===== config.mk =====
export PLATFORM = sky130hd
export DESIGN_NAME = ro_scan_sequencer
export DESIGN_NICKNAME = d
export VERILOG_FILES = /design/src/rtl/ro_scan_sequencer.sv
export SDC_FILE = /design/constraint.sdc
export NUM_CORES = 1
export LEC_CHECK = 0
export CORE_ASPECT_RATIO = 0.75
export CORE_MARGIN = 2
export CORE_UTILIZATION = 51
export CTS_BUF_LIST = sky130_fd_sc_hd__clkbuf_16
export DETAILED_ROUTE_END_ITERATION = 8
export GPL_TIMING_DRIVEN = 0
export PLACE_DENSITY = 0.71
export SLEW_MARGIN = 20
export SYNTH_ARGS = -nofsm -noshare
export SYNTH_HDL_FRONTEND = slang
export SYNTH_SLANG_ARGS = --single-unit

===== constraint.sdc =====
create_clock -name clk -period 5.3 [get_ports clk]
set_clock_uncertainty 0.2 [all_clocks]
set_input_delay 0.795 -clock clk [delete_from_list [all_inputs] [get_ports clk]]
set_output_delay 0.795 -clock clk [all_outputs]
set_load 0.1 [all_outputs]

===== src/rtl/ro_scan_sequencer.sv =====
// ro_scan_sequencer: command-driven measurement sequencer for the ring-oscillator
// temperature sensor array. Decodes UART command bytes, enables one RO at a time,
// clears and gates the shared edge counter for a programmable window, latches the
// count and sends a 3-byte frame {0xA<ch>, cnt[15:8], cnt[7:0]} over UART TX.
//
// Ports:
//   clk, reset  - system clock, synchronous active-high reset
//   rx_ready    - one-cycle strobe, rx_data holds a command byte
//   rx_data     - command byte: opcode [7:4], argument [3:0]
//   tx_busy     - UART transmitter busy
//   tx_send     - one-cycle strobe, transmit tx_data
//   tx_data     - byte to transmit, held until the next send
//   ro_en       - one-hot RO enable
//   cnt_clear   - one-cycle clear of the shared counter
//   cnt_gate    - shared counter enable (count window)
//   cnt_value   - shared counter value
//   busy        - high whenever the sequencer is not idle
module ro_scan_sequencer #(
   parameter int unsigned N_RO        = 4,
   parameter int unsigned SETTLE_CYC  = 32,
   parameter int unsigned WIN_EXP_RST = 4
) (
   input  logic            clk,
   input  logic            reset,
   input  logic            rx_ready,
   input  logic [7:0]      rx_data,
   input  logic            tx_busy,
   output logic            tx_send,
   output logic [7:0]      tx_data,
   output logic [N_RO-1:0] ro_en,
   output logic            cnt_clear,
   output logic            cnt_gate,
   input  logic [15:0]     cnt_value,
   output logic            busy
);

   localparam int unsigned CH_W  = (N_RO > 1) ? $clog2(N_RO) : 1;
   localparam int unsigned CYC_W = 16;
   localparam logic [3:0]  W_MAX = 4'd9;

   typedef enum logic [3:0] {
      S_IDLE, S_SETTLE, S_GATE, S_LATCH,
      S_TX0, S_WAIT0, S_TX1, S_WAIT1, S_TX2, S_WAIT2,
      S_NEXT
   } state_t;

   typedef enum logic [1:0] {M_NONE, M_SCAN, M_CONT, M_SINGLE} mode_t;

   state_t             state, state_next;
   mode_t              mode, mode_next;
   logic [CH_W-1:0]    ch, ch_next;
   logic               stop_flag, stop_next;
   logic [3:0]         win_exp, win_exp_next;
   logic [CYC_W-1:0]   cyc;
   logic [15:0]        result;

   logic [N_RO-1:0]    ro_en_d;
   logic               cnt_clear_d, cnt_gate_d, tx_send_d, busy_d;
   logic [7:0]         tx_data_d;

   logic [3:0]         opcode, arg;
   logic [16:0]        win_len;
   logic [CYC_W-1:0]   win_last, settle_last;
   logic               arg_ok, ch_last, guard_done;

   assign opcode      = rx_data[7:4];
   assign arg         = rx_data[3:0];
   assign win_len     = 17'd1 << (5'd6 + {1'b0, win_exp});
   assign win_last    = CYC_W'(win_len - 17'd1);
   assign settle_last = CYC_W'(SETTLE_CYC - 1);
   assign arg_ok      = {1'b0, arg} < 5'(N_RO);
   assign ch_last     = (ch == CH_W'(N_RO - 1));
   // WAITn ignores tx_busy while the transmitter picks up the strobe
   assign guard_done  = (cyc >= CYC_W'(2));

   // State and datapath registers
   always_ff @(posedge clk) begin
      if (reset) begin
         state     <= S_IDLE;
         mode      <= M_NONE;
         ch        <= '0;
         stop_flag <= 1'b0;
         win_exp   <= 4'(WIN_EXP_RST);
         cyc       <= '0;
         result    <= '0;
      end else begin
         state     <= state_next;
         mode      <= mode_next;
         ch        <= ch_next;
         stop_flag <= stop_next;
         win_exp   <= win_exp_next;
         cyc       <= (state_next != state || state_next == S_IDLE) ? '0 : cyc + CYC_W'(1);
         if (state == S_LATCH)
            result <= cnt_value;
      end
   end

   // Next-state, command decode and channel sequencing
   always_comb begin
      state_next   = state;
      mode_next    = mode;
      ch_next      = ch;
      stop_next    = stop_flag;
      win_exp_next = win_exp;

      // Stop is the only command honoured while busy
      if (state != S_IDLE && rx_ready && opcode == 4'h2)
         stop_next = 1'b1;

      case (state)
         S_IDLE: begin
            if (rx_ready) begin
               case (opcode)
                  4'h0: begin
                     state_next = S_SETTLE;
                     mode_next  = M_SCAN;
                     ch_next    = '0;
                     stop_next  = 1'b0;
                  end
                  4'h1: begin
                     state_next = S_SETTLE;
                     mode_next  = M_CONT;
                     ch_next    = '0;
                     stop_next  = 1'b0;
                  end
                  4'h3: begin
                     if (arg_ok) begin
                        state_next = S_SETTLE;
                        mode_next  = M_SINGLE;
                        ch_next    = CH_W'(arg);
                        stop_next  = 1'b0;
                     end
                  end
                  4'h4: win_exp_next = (arg > W_MAX) ? W_MAX : arg;
                  default: ;
               endcase
            end
         end
         S_SETTLE: if (cyc == settle_last) state_next = S_GATE;
         S_GATE:   if (cyc == win_last)    state_next = S_LATCH;
         S_LATCH:  state_next = S_TX0;
         S_TX0:    if (!tx_busy) state_next = S_WAIT0;
         S_WAIT0:  if (guard_done && !tx_busy) state_next = S_TX1;
         S_TX1:    if (!tx_busy) state_next = S_WAIT1;
         S_WAIT1:  if (guard_done && !tx_busy) state_next = S_TX2;
         S_TX2:    if (!tx_busy) state_next = S_WAIT2;
         S_WAIT2:  if (guard_done && !tx_busy) state_next = S_NEXT;
         S_NEXT: begin
            if (stop_next || mode == M_SINGLE || (mode == M_SCAN && ch_last)) begin
               state_next = S_IDLE;
            end else begin
               state_next = S_SETTLE;
               ch_next    = ch_last ? '0 : ch + CH_W'(1);
            end
         end
         default: state_next = S_IDLE;
      endcase
   end

   // Output decode from the upcoming state so registered outputs align with it
   always_comb begin
      ro_en_d     = '0;
      cnt_clear_d = 1'b0;
      cnt_gate_d  = 1'b0;
      tx_send_d   = 1'b0;
      tx_data_d   = tx_data;
      busy_d      = (state_next != S_IDLE);

      if (state_next == S_SETTLE || state_next == S_GATE || state_next == S_LATCH)
         ro_en_d = N_RO'(1) << ch_next;
      cnt_clear_d = (state_next == S_SETTLE) && (state != S_SETTLE);
      cnt_gate_d  = (state_next == S_GATE);

      if (!tx_busy) begin
         case (state)
            S_TX0: begin
               tx_send_d = 1'b1;
               tx_data_d = {4'hA, 4'(ch)};
            end
            S_TX1: begin
               tx_send_d = 1'b1;
               tx_data_d = result[15:8];
            end
            S_TX2: begin
               tx_send_d = 1'b1;
               tx_data_d = result[7:0];
            end
            default: ;
         endcase
      end
   end

   // Output registers
   always_ff @(posedge clk) begin
      if (reset) begin
         ro_en     <= '0;
         cnt_clear <= 1'b0;
         cnt_gate  <= 1'b0;
         tx_send   <= 1'b0;
         tx_data   <= '0;
         busy      <= 1'b0;
      end else begin
         ro_en     <= ro_en_d;
         cnt_clear <= cnt_clear_d;
         cnt_gate  <= cnt_gate_d;
         tx_send   <= tx_send_d;
         tx_data   <= tx_data_d;
         busy      <= busy_d;
      end
   end

endmodule


==> results of run 1 <==
Yosys cell counts (all sizes together) (9+ instances only):
cell type  instances  share of area
nor3              33          0.061
nand3             11          0.015
inv               11          0.011
nor2              51          0.054
xor2              12          0.029
clkbuf            21          0.022
xnor2             11          0.027
nand4             10          0.017
nand2             67          0.070
a21oi             27          0.037
a22oi              9          0.019
dfxtp             61           0.34
o21ai             16          0.022
buf               15          0.027
per-stage QoR:
step | std cells | power, µW
detailed placement | 590 | 552.8
global placement | 590 | 551.7
CTS | 606 | 1136
finish | 606 | 1127
global route | 606 | 1166
floorplan | 464 | 517.9
sequential cells by signal, summed over array words and instances (netlist names):
name,cells
win_exp,4
ch,2
busy,1
result,16
stop_flag,1
state,4
cyc,16
cnt_gate,1
cnt_clear,1
tx_data,8
tx_send,1
mode,2
ro_en,4
worst max path at each step:
stage,from,to
6_report,win_exp[1],cyc[10]
5_1_grt,win_exp[1],cyc[14]
4_1_cts,win_exp[1],cyc[10]
3_5_place_dp,win_exp[1],cyc[9]
3_3_place_gp,win_exp[1],cyc[9]
2_1_floorplan,win_exp[1],cyc[10]
logic make-up after synthesis:
logic type | after synthesis
DFF | 61
xor gates and xnor gates | 23
and+or+nand+nor | 231
adders and majority gates | 5
AOI/OAI and AO/OA | 95
buffers and inverters | 47
muxes | 2
critical path: cells and delay by family, from the launching register on:
family	cells	cell delay, ns
flops	1	0.38
mux	1	0.29
compound gates	2	0.71
fa+ha+maj	2	0.40
simple gates	5	0.76
xor+xnor	1	0.11
buf+inv	9	1.75
metal layers:
metal	share of wire	vias to the layer above
li1	-	1776
met1	0.51	1679
met2	0.40	149
met3	0.080	9
met4	0.012	0
met5	0	-
area by class of cell:
cell class / instances / area, µm² / area share
buffer: 36 / 176.4 / 0.03972
clock buffer: 9 / 225.2 / 0.05070
clock inverter: 7 / 73.82 / 0.01662
inverter: 11 / 41.29 / 0.009296
multi-input combinational: 356 / 2178 / 0.4904
sequential: 61 / 1221 / 0.2749
tap: 84 / 105.1 / 0.02366
timing repair buffer: 42 / 420.4 / 0.09465
where the power goes:
part / switching (µW) / internal [µW]
clock network: 218 / 365
registers: 2.56 / 461
logic: 45.9 / 34.5
total: 266 / 861
==> results.yml, run 1 <==
status:
  outcome: "complete, no violations"
place:
  gp_congestion: 0.9520
  hpwl_um: 7160
  port_buffers: 42
  place_worst_setup_slack_ns: 0.6570
  placed_cell_area_um2: 4143
min_path:
  hold_depth: 2
  min_to: "mode[1]"
  hp-start: "mode[1]"
  hp-class: "flop to flop"
final_layout:
  final_common_cell: "nand2_1"
  antenna_cells: 0
  most-common-layout-cells: "nand2_1, dfxtp_1, nor2_1, clkdlybuf4s50_1, a21oi_1"
  fill_cells: 593
  fin_area_um2: 4442
  drive_above_1_share: 0.09579
  final_util: 0.6502
  final_nets: 550
  area_delta_synth_final_pct: 22.79
drt:
  via_count: 3613
  drt_first_pass_iters: 5
  drc: 0
  post_drt_wl_per_cell_um: 16.26
  routed_wl_um: 9851
  drtIter0Drc: 364
  viasPerCell: 5.962
  ant_nets: 0
global_routing:
  grt.total_usage: 0.2593
  globalRouteMet2Util: 0.3238
  grt_max_degree: 13
  grt_pass1_vias: 3138
  grt_use_met3: 0.06108
  top_usage_layer: "met1"
  grt.overflow.total: 0
  antenna_found_initial: 0
  grt_pass1_wl_um: 15950
  use_met1: 0.4231
clock_tree:
  post_cts_resized: 0
  clock_tree.root_cell: "clkbuf_16"
  cts_setup_buffers: 0
  clock_latency_ns: 0.33
  cts_tree: "built"
  htreeDepth: 3
  clockBufferDepth: 2
  clkTransAtPathRegs_ns: 0.05
  clock_sinks: 61
  cts_hold_buf: 0
  cts_buffers: 9
synth:
  yosys.cell_types.count: 64
  synthSimpleGateAreaFrac: 0.3435
  syn-cell-area_um2: 3617
  synth_edf_count: 0
  synth_top_family_by_area: "simple AND/OR/NAND/NOR gates"
  syn_area_per_cell_um2: 7.796
  synth-compound-area-share: 0.1802
  yosysSeqAreaShare: 0.3376
  synth_cells: 464
  yosys-mux-area-fraction: 0.005534
  ys_seq_elements: 61
  synthesis.nets: 497
  ys_warn_count: 0
  yosys.area_share.xor_xnor: 0.05569
  synthArstFlopShare: 0
  synthAdderAreaFrac: 0.01730
  ys.flop_type: "dfxtp_1"
timing:
  maxSlewHeadroom: 0.2873
  timing.final.ws_setup_ns: 0.5910
  final_max_slew_viol_count: 0
  rsz0062_at_grt: "no"
  hold_viol: 0
  min_period_ns: 4.709
  fmax_mhz: 212.4
  tns_ns: 0
  tightest_slew_ns: 1.061
  setup_violations: 0
  hold-worst-slack_ns: 0.2534
  min_period_over_period: 0.8885
worst_setup_path:
  timing.rr.end: "cyc[10]"
  slowest_delay_ns: 0.41
  path_class: "flop to flop"
  worstPathRequired_ns: 5.32
  timing.rr.start: "win_exp[1]"
  r2r_slack_ns: 0.59
  cp_slowest_cell: "a211oi_4"
  start_kind: "flop"
  rr_worst_depth: 20
  cp_cell_sequence: "buf_2 -> buf_2 -> inv_1 -> ha_1 -> buf_4 -> nor2b_1 -> buf_4 -> o21ai_1 -> nand2b_1 -> ha_1 -> clkbuf_1 -> inv_1 -> a211oi_4 -> mux2i_1 -> xnor2_1 -> nor3_1 -> and4_1 -> buf_6 -> buf_6 -> nor3_2"
  worst-path-max-fanout: 10
  cp.arrival_ns: 4.73
  end_kind: "flop"
floorplanning:
  io_pins: 44
  die-area_um2: 7789
  initial_utilization: 0.5295
  floorplan.rows: 26
  design.core.area_um2: 6832
  fp.dieH_um: 76.94
  die_w_um: 101.2
pwr:
  p_leak_uw: 0.001512
  vdd_drop_max_mv: 0.1535
  cellPowerDensity_nw_per_um2: 253.6
run:
  drv_cap: 0
(Power assumes the default switching activity.)
==> inputs of run 2 (changes only) <==
- SLEW_MARGIN: 20 -> default
==> results of run 2 <==
Same layout as run 1: the final DEF is identical, and so are final timing and power.
